### config.mk
export PLATFORM = sky130hd
export DESIGN_NAME = mouse_pos_tracker_flat
export DESIGN_NICKNAME = d
export VERILOG_FILES = /design/src/rtl/mouse_pos_tracker_if.sv /design/src/rtl/mouse_pos_tracker.sv /design/src/flat_wrapper.sv
export SDC_FILE = /design/constraint.sdc
export NUM_CORES = 1
export LEC_CHECK = 0
export CAP_MARGIN = 20
export CORE_MARGIN = 2
export CORE_UTILIZATION = 56
export DETAILED_ROUTE_END_ITERATION = 16
export MAX_ROUTING_LAYER = met4
export PLACE_DENSITY = 0.79
export SYNTH_ARGS = -nofsm -noshare
export SYNTH_HDL_FRONTEND = slang
export SYNTH_SLANG_ARGS = --single-unit
### constraint.sdc
create_clock -name clk100MHz -period 3.35 [get_ports clk100MHz]
set_input_delay 0.67 -clock clk100MHz [delete_from_list [all_inputs] [get_ports clk100MHz]]
set_output_delay 0.67 -clock clk100MHz [all_outputs]
set_load 0.01 [all_outputs]
### src/rtl/mouse_pos_tracker_if.sv
// Packet-in / position-out bundle between the PS/2 packet decoder and the cursor tracker.
`default_nettype none

interface mouse_pos_tracker_if;
  logic        pkt_valid;
  logic        pkt_ready;
  logic [8:0]  dx;
  logic [8:0]  dy;
  logic        x_ovf;
  logic        y_ovf;
  logic        btn_left;
  logic        btn_right;
  logic [11:0] xpos;
  logic [11:0] ypos;
  logic        pos_valid;
  logic        left_click;
  logic        right_click;

  // Packet source / position consumer side
  modport master (
    output pkt_valid, dx, dy, x_ovf, y_ovf, btn_left, btn_right,
    input  pkt_ready, xpos, ypos, pos_valid, left_click, right_click
  );

  // Tracker side
  modport slave (
    input  pkt_valid, dx, dy, x_ovf, y_ovf, btn_left, btn_right,
    output pkt_ready, xpos, ypos, pos_valid, left_click, right_click
  );
endinterface

`default_nettype wire

### src/rtl/mouse_pos_tracker.sv
// Accumulates relative PS/2 mouse motion into screen-clamped absolute coordinates
// and emits one-cycle click pulses on button rising edges.
`default_nettype none

module mouse_pos_tracker #(
  parameter int X_MAX        = 1279,
  parameter int Y_MAX        = 719,
  parameter int MOTION_SHIFT = 0
) (
  input  wire logic           clk100MHz,
  input  wire logic           rst,
  mouse_pos_tracker_if.slave  bus
);

  typedef enum logic [1:0] {
    S_IDLE    = 2'd0,
    S_APPLY_X = 2'd1,
    S_APPLY_Y = 2'd2,
    S_PUBLISH = 2'd3
  } state_t;

  localparam logic [11:0]        XPOS_RST = 12'(X_MAX / 2);
  localparam logic [11:0]        YPOS_RST = 12'(Y_MAX / 2);
  localparam logic signed [13:0] X_LIM    = 14'(X_MAX);
  localparam logic signed [13:0] Y_LIM    = 14'(Y_MAX);

  state_t      state_q;
  logic [8:0]  dx_q, dy_q;
  logic        x_ovf_q, y_ovf_q;
  logic        btn_left_q, btn_right_q;
  logic        prev_left_q, prev_right_q;
  logic [11:0] xpos_q, ypos_q;
  logic [11:0] x_next_q, y_next_q;
  logic        pkt_ready_q;
  logic        pos_valid_q;
  logic        left_click_q, right_click_q;

  logic signed [13:0] dx_ext, dy_ext;
  logic signed [13:0] x_sum_d, y_sum_d;
  logic [11:0]        x_next_d, y_next_d;

  assign dx_ext = {{5{dx_q[8]}}, dx_q};
  assign dy_ext = {{5{dy_q[8]}}, dy_q};

  // Y is subtracted: mouse +dy is up, screen row 0 is the top.
  always_comb begin
    x_sum_d = $signed({2'b00, xpos_q}) + (dx_ext <<< MOTION_SHIFT);
    y_sum_d = $signed({2'b00, ypos_q}) - (dy_ext <<< MOTION_SHIFT);

    x_next_d = x_sum_d[11:0];
    if (x_ovf_q)
      x_next_d = xpos_q;
    else if (x_sum_d[13])
      x_next_d = 12'd0;
    else if (x_sum_d > X_LIM)
      x_next_d = X_LIM[11:0];

    y_next_d = y_sum_d[11:0];
    if (y_ovf_q)
      y_next_d = ypos_q;
    else if (y_sum_d[13])
      y_next_d = 12'd0;
    else if (y_sum_d > Y_LIM)
      y_next_d = Y_LIM[11:0];
  end

  // xpos/ypos are written only in PUBLISH so the downstream CDC sees stable values.
  always_ff @(posedge clk100MHz or posedge rst) begin
    if (rst) begin
      state_q       <= S_IDLE;
      dx_q          <= '0;
      dy_q          <= '0;
      x_ovf_q       <= 1'b0;
      y_ovf_q       <= 1'b0;
      btn_left_q    <= 1'b0;
      btn_right_q   <= 1'b0;
      prev_left_q   <= 1'b0;
      prev_right_q  <= 1'b0;
      xpos_q        <= XPOS_RST;
      ypos_q        <= YPOS_RST;
      x_next_q      <= XPOS_RST;
      y_next_q      <= YPOS_RST;
      pkt_ready_q   <= 1'b1;
      pos_valid_q   <= 1'b0;
      left_click_q  <= 1'b0;
      right_click_q <= 1'b0;
    end else begin
      pos_valid_q   <= 1'b0;
      left_click_q  <= 1'b0;
      right_click_q <= 1'b0;
      case (state_q)
        S_IDLE: begin
          if (bus.pkt_valid) begin
            dx_q        <= bus.dx;
            dy_q        <= bus.dy;
            x_ovf_q     <= bus.x_ovf;
            y_ovf_q     <= bus.y_ovf;
            btn_left_q  <= bus.btn_left;
            btn_right_q <= bus.btn_right;
            pkt_ready_q <= 1'b0;
            state_q     <= S_APPLY_X;
          end
        end
        S_APPLY_X: begin
          x_next_q <= x_next_d;
          state_q  <= S_APPLY_Y;
        end
        S_APPLY_Y: begin
          y_next_q <= y_next_d;
          state_q  <= S_PUBLISH;
        end
        S_PUBLISH: begin
          xpos_q        <= x_next_q;
          ypos_q        <= y_next_q;
          pos_valid_q   <= 1'b1;
          left_click_q  <= btn_left_q & ~prev_left_q;
          right_click_q <= btn_right_q & ~prev_right_q;
          prev_left_q   <= btn_left_q;
          prev_right_q  <= btn_right_q;
          pkt_ready_q   <= 1'b1;
          state_q       <= S_IDLE;
        end
        default: begin
          pkt_ready_q <= 1'b1;
          state_q     <= S_IDLE;
        end
      endcase
    end
  end

  assign bus.pkt_ready   = pkt_ready_q;
  assign bus.xpos        = xpos_q;
  assign bus.ypos        = ypos_q;
  assign bus.pos_valid   = pos_valid_q;
  assign bus.left_click  = left_click_q;
  assign bus.right_click = right_click_q;

endmodule

`default_nettype wire

### src/flat_wrapper.sv
// flat-port wrapper written by rule: the top's interface ports become plain ports
module mouse_pos_tracker_flat 
#(
  parameter int X_MAX        = 1279,
  parameter int Y_MAX        = 719,
  parameter int MOTION_SHIFT = 0
)
  (clk100MHz, rst, bus_pkt_valid, bus_dx, bus_dy, bus_x_ovf, bus_y_ovf, bus_btn_left, bus_btn_right, bus_pkt_ready, bus_xpos, bus_ypos, bus_pos_valid, bus_left_click, bus_right_click);
  mouse_pos_tracker_if bus_i ();
  input  wire logic clk100MHz;
  input  wire logic rst;
  input wire logic [$bits(bus_i.pkt_valid)-1:0] bus_pkt_valid;
  input wire logic [$bits(bus_i.dx)-1:0] bus_dx;
  input wire logic [$bits(bus_i.dy)-1:0] bus_dy;
  input wire logic [$bits(bus_i.x_ovf)-1:0] bus_x_ovf;
  input wire logic [$bits(bus_i.y_ovf)-1:0] bus_y_ovf;
  input wire logic [$bits(bus_i.btn_left)-1:0] bus_btn_left;
  input wire logic [$bits(bus_i.btn_right)-1:0] bus_btn_right;
  output wire logic [$bits(bus_i.pkt_ready)-1:0] bus_pkt_ready;
  output wire logic [$bits(bus_i.xpos)-1:0] bus_xpos;
  output wire logic [$bits(bus_i.ypos)-1:0] bus_ypos;
  output wire logic [$bits(bus_i.pos_valid)-1:0] bus_pos_valid;
  output wire logic [$bits(bus_i.left_click)-1:0] bus_left_click;
  output wire logic [$bits(bus_i.right_click)-1:0] bus_right_click;
  assign bus_i.pkt_valid = bus_pkt_valid;
  assign bus_i.dx = bus_dx;
  assign bus_i.dy = bus_dy;
  assign bus_i.x_ovf = bus_x_ovf;
  assign bus_i.y_ovf = bus_y_ovf;
  assign bus_i.btn_left = bus_btn_left;
  assign bus_i.btn_right = bus_btn_right;
  assign bus_pkt_ready = bus_i.pkt_ready;
  assign bus_xpos = bus_i.xpos;
  assign bus_ypos = bus_i.ypos;
  assign bus_pos_valid = bus_i.pos_valid;
  assign bus_left_click = bus_i.left_click;
  assign bus_right_click = bus_i.right_click;
  mouse_pos_tracker #(.X_MAX(X_MAX), .Y_MAX(Y_MAX), .MOTION_SHIFT(MOTION_SHIFT)) u_core (.clk100MHz(clk100MHz), .rst(rst), .bus(bus_i));
endmodule
==> results.ini <==
[status]
outcome=complete, no violations

[drt]
wl_per_cell_um=17.00
route.detailed.drc=0
drt_iter0_markers=174
vias=3583
firstDrtPassIters=4
finalWirelength_um=10440
viasPerCell=5.836
antenna_left=0

[setup_path]
max_stage_delay_ns=0.56
required_ns=3.60
cp.depth=11
crit_chain=ha_1 -> inv_1 -> fa_1 -> nor2b_4 -> o31a_1 -> o21ai_1 -> a211o_1 -> and3_1 -> o21ai_2 -> nand3_1 -> o311ai_1
crit_type=flop to flop
cp_num_buf_inv=1
worstPathArrival_ns=3.22
critPathCaptureType=flop
crit_family=compound AO/OA/AOI/OAI gates
cp_slowest_cell=dfstp_2
cp-start-kind=flop
path_max_fanout=10
reg2reg_depth=11

[final_layout]
area_growth_syn_to_layout_pct=18.05
n_fill_cell=668
num_antenna_cells=0
stdcell_area_um2=5524
final-instance-count-excl-fill=614
num-nets-final=561
multi_input_area_um2=2527
seqCellArea_um2=1988
fin_util_pct=67.57
layout-drive-gt1-share_pct=24.36

[timing]
hold_slack_ns=0.4880
min_period_over_period_pct=88.71
slew_violations=0
post-route-min-period_ns=2.972
finalSetupViolCount=0
tightest_slew_ns=0.7374
fmax_ghz=0.3365
slew-limit-headroom_pct=50.84
rsz0062_at_grt=false
setup_slack_ns=0.3784
tns_ns=0
hold_violations=0
skew_ns=0.01080

[placement]
gp_congestion=0.9638
place_ws_ns=0.4063
place_area_um2=5331
dp.cells=598
hpwl_um=7383
port_buffers=52

[grt]
antenna_found_initial=0
grt_pass1_wl_um=17170
grt_pass1_vias=3602
grt-ovfl-total=0
grtUsageTotal_pct=25.11
grt_max_degree=61

[synthesis]
ys_types=63
yosys_warnings=0
ys.flop_type=dfrtp_1
synth_area_per_cell_um2=10.40
synth-seq-cells=78
yosysSeqAreaShare_pct=42.49
syn-instance-count=450
synthArstFlopShare_pct=100.0
synth_edf_count=0
synth_area_um2=4679
syn_nets=507

[clock_network]
cts_resized=0
worstSkewPairLatency_ns=0.35
clk_pin_slew_ns=0.09
cts_tree=yes
cts_made_buffers=9
cts_setup_buffers=0
cts_root_buf=clkbuf_8
cts_hold_buf=0
clock_sinks=78
cts_buffer_depth=2
cts-htree-levels=3

[die]
start_util_pct=57.24
die_h_um=95.41
dieWidth_um=95.41
io_pins=53
rows=33
core_um2=8175
die-area_um2=9103

[power]
p_leak_nw=2.374
ir_worst_vdd_mv=0.5793
power_per_cell_area_nw_per_um2=1249
totalPowerFinal_mw=6.899

[worst_hold_path]
hold_path_depth=2
hold_class=flop to flop

[flow_run]
maxCapViolations=0

-- cell families after synthesis --
| group | count (synthesis) | synth area share [%] |
|---|---|---|
| buf+inv | 39 | 3.503 |
| mux | 44 | 10.59 |
| simple gates | 127 | 14.20 |
| xor+xnor | 14 | 2.620 |
| flops | 78 | 42.49 |
| fa+ha+maj | 32 | 8.877 |
| compound gates | 116 | 17.73 |
-- flip-flops by register name, indices dropped and copies added, names as in the netlist --
name                    flops
u_core.bus.xpos            12
u_core.bus.ypos            12
u_core.x_next_q            12
u_core.prev_left_q          1
u_core.bus.right_click      1
u_core.btn_right_q          1
u_core.dx_q                 9
u_core.dy_q                 9
u_core.bus.left_click       1
u_core.x_ovf_q              1
u_core.y_next_q            12
u_core.btn_left_q           1
u_core.bus.pkt_ready        1
u_core.prev_right_q         1
u_core.state_q              2
u_core.bus.pos_valid        1
u_core.y_ovf_q              1
-- placed cells by master (no fill, tap or decap), drive strengths merged, types with 3 or more instances in the layout --
master / Yosys / routed
nand2: 53 / 53
clkdlybuf4s50: 0 / 52
dfrtp: 49 / 49
mux2: 44 / 44
o21ai: 44 / 44
ha: 30 / 30
dfstp: 29 / 29
inv: 23 / 23
a21oi: 18 / 18
nor2: 16 / 16
nand3: 12 / 12
clkbuf: 10 / 12
a31oi: 9 / 9
nor2b: 9 / 9
a21o: 9 / 9
xnor2: 8 / 8
nand2b: 7 / 7
and4: 7 / 7
buf: 6 / 7
xor2: 6 / 6
a2bb2oi: 6 / 6
and3: 5 / 5
o21a: 4 / 4
o31a: 4 / 4
nor3: 4 / 4
a211oi: 3 / 3
nand4: 3 / 3
-- routing by layer --
metal	vias to the layer above	global-route usage, %	part of all wire (%)
li1	1728	-	-
met1	1750	34.03	47
met2	96	39.44	47
met3	9	3.715	5.2
met4	0	7.500	0.85
met5	-	-	0
-- final timing paths --
kind,endpoint,from,slack [ns]
max in group asynchronous,u_core.bus.ypos[1],rst,2.00
worst min-delay path,u_core.bus.ypos[11],u_core.y_next_q[11],0.49
worst min register to register,u_core.bus.ypos[11],u_core.y_next_q[11],0.49
min in group asynchronous,u_core.y_next_q[11],rst,0.63
worst max-delay path,u_core.x_next_q[8],u_core.bus.xpos[0],0.38
worst max register to register,u_core.x_next_q[8],u_core.bus.xpos[0],0.38
-- final cells by class --
class	count	share of cell area, %
inverters	23	1.563
repair buffers	59	10.83
clock buffers	12	2.627
well taps	105	2.378
flip-flops and latches	78	35.99
clock inverters	4	0.8607
multi-input cells	333	45.75
-- power by group --
group / switching (mW) / total [mW] / internal [mW]
Combinational: 2.26 / 4.34 / 2.08
Clock: 0.348 / 0.711 / 0.363
Sequential: 0.358 / 1.85 / 1.49
-- synthesized netlist by cell type (3+ instances only) --
library cell   n  area (µm²)
a211oi_1       3       22.52
a21o_1         6       45.04
a21o_2         3       26.28
a21oi_1       17       85.08
a2bb2oi_2      6       90.09
a31oi_1        9       56.30
and3_1         4       25.02
and4_1         6       52.55
buf_1          3       11.26
clkbuf_1       8       30.03
dfrtp_1       49        1226
dfstp_2       29       762.0
ha_1          30       375.4
inv_1         23       86.33
mux2_2        44       495.5
nand2_1       52       195.2
nand2b_1       7       43.79
nand3_1       11       55.05
nand4_1        3       18.77
nor2_1        16       60.06
nor2b_1        8       50.05
nor3_1         4       20.02
o21a_1         4       30.03
o21ai_0       32       160.2
o21ai_1        5       25.02
o21ai_2        6       52.55
o31a_1         4       35.03
xnor2_1        8       70.07
xor2_1         6       52.55
-- worst register-to-register path, cell delays in order (launching register included) --
cell      delay, ns
dfstp_2        0.56
ha_1           0.17
inv_1          0.06
fa_1           0.43
nor2b_4        0.14
o31a_1         0.18
o21ai_1        0.11
a211o_1        0.31
and3_1         0.18
o21ai_2        0.33
nand3_1        0.16
o311ai_1       0.25
Power figures use the tool's default switching activity.
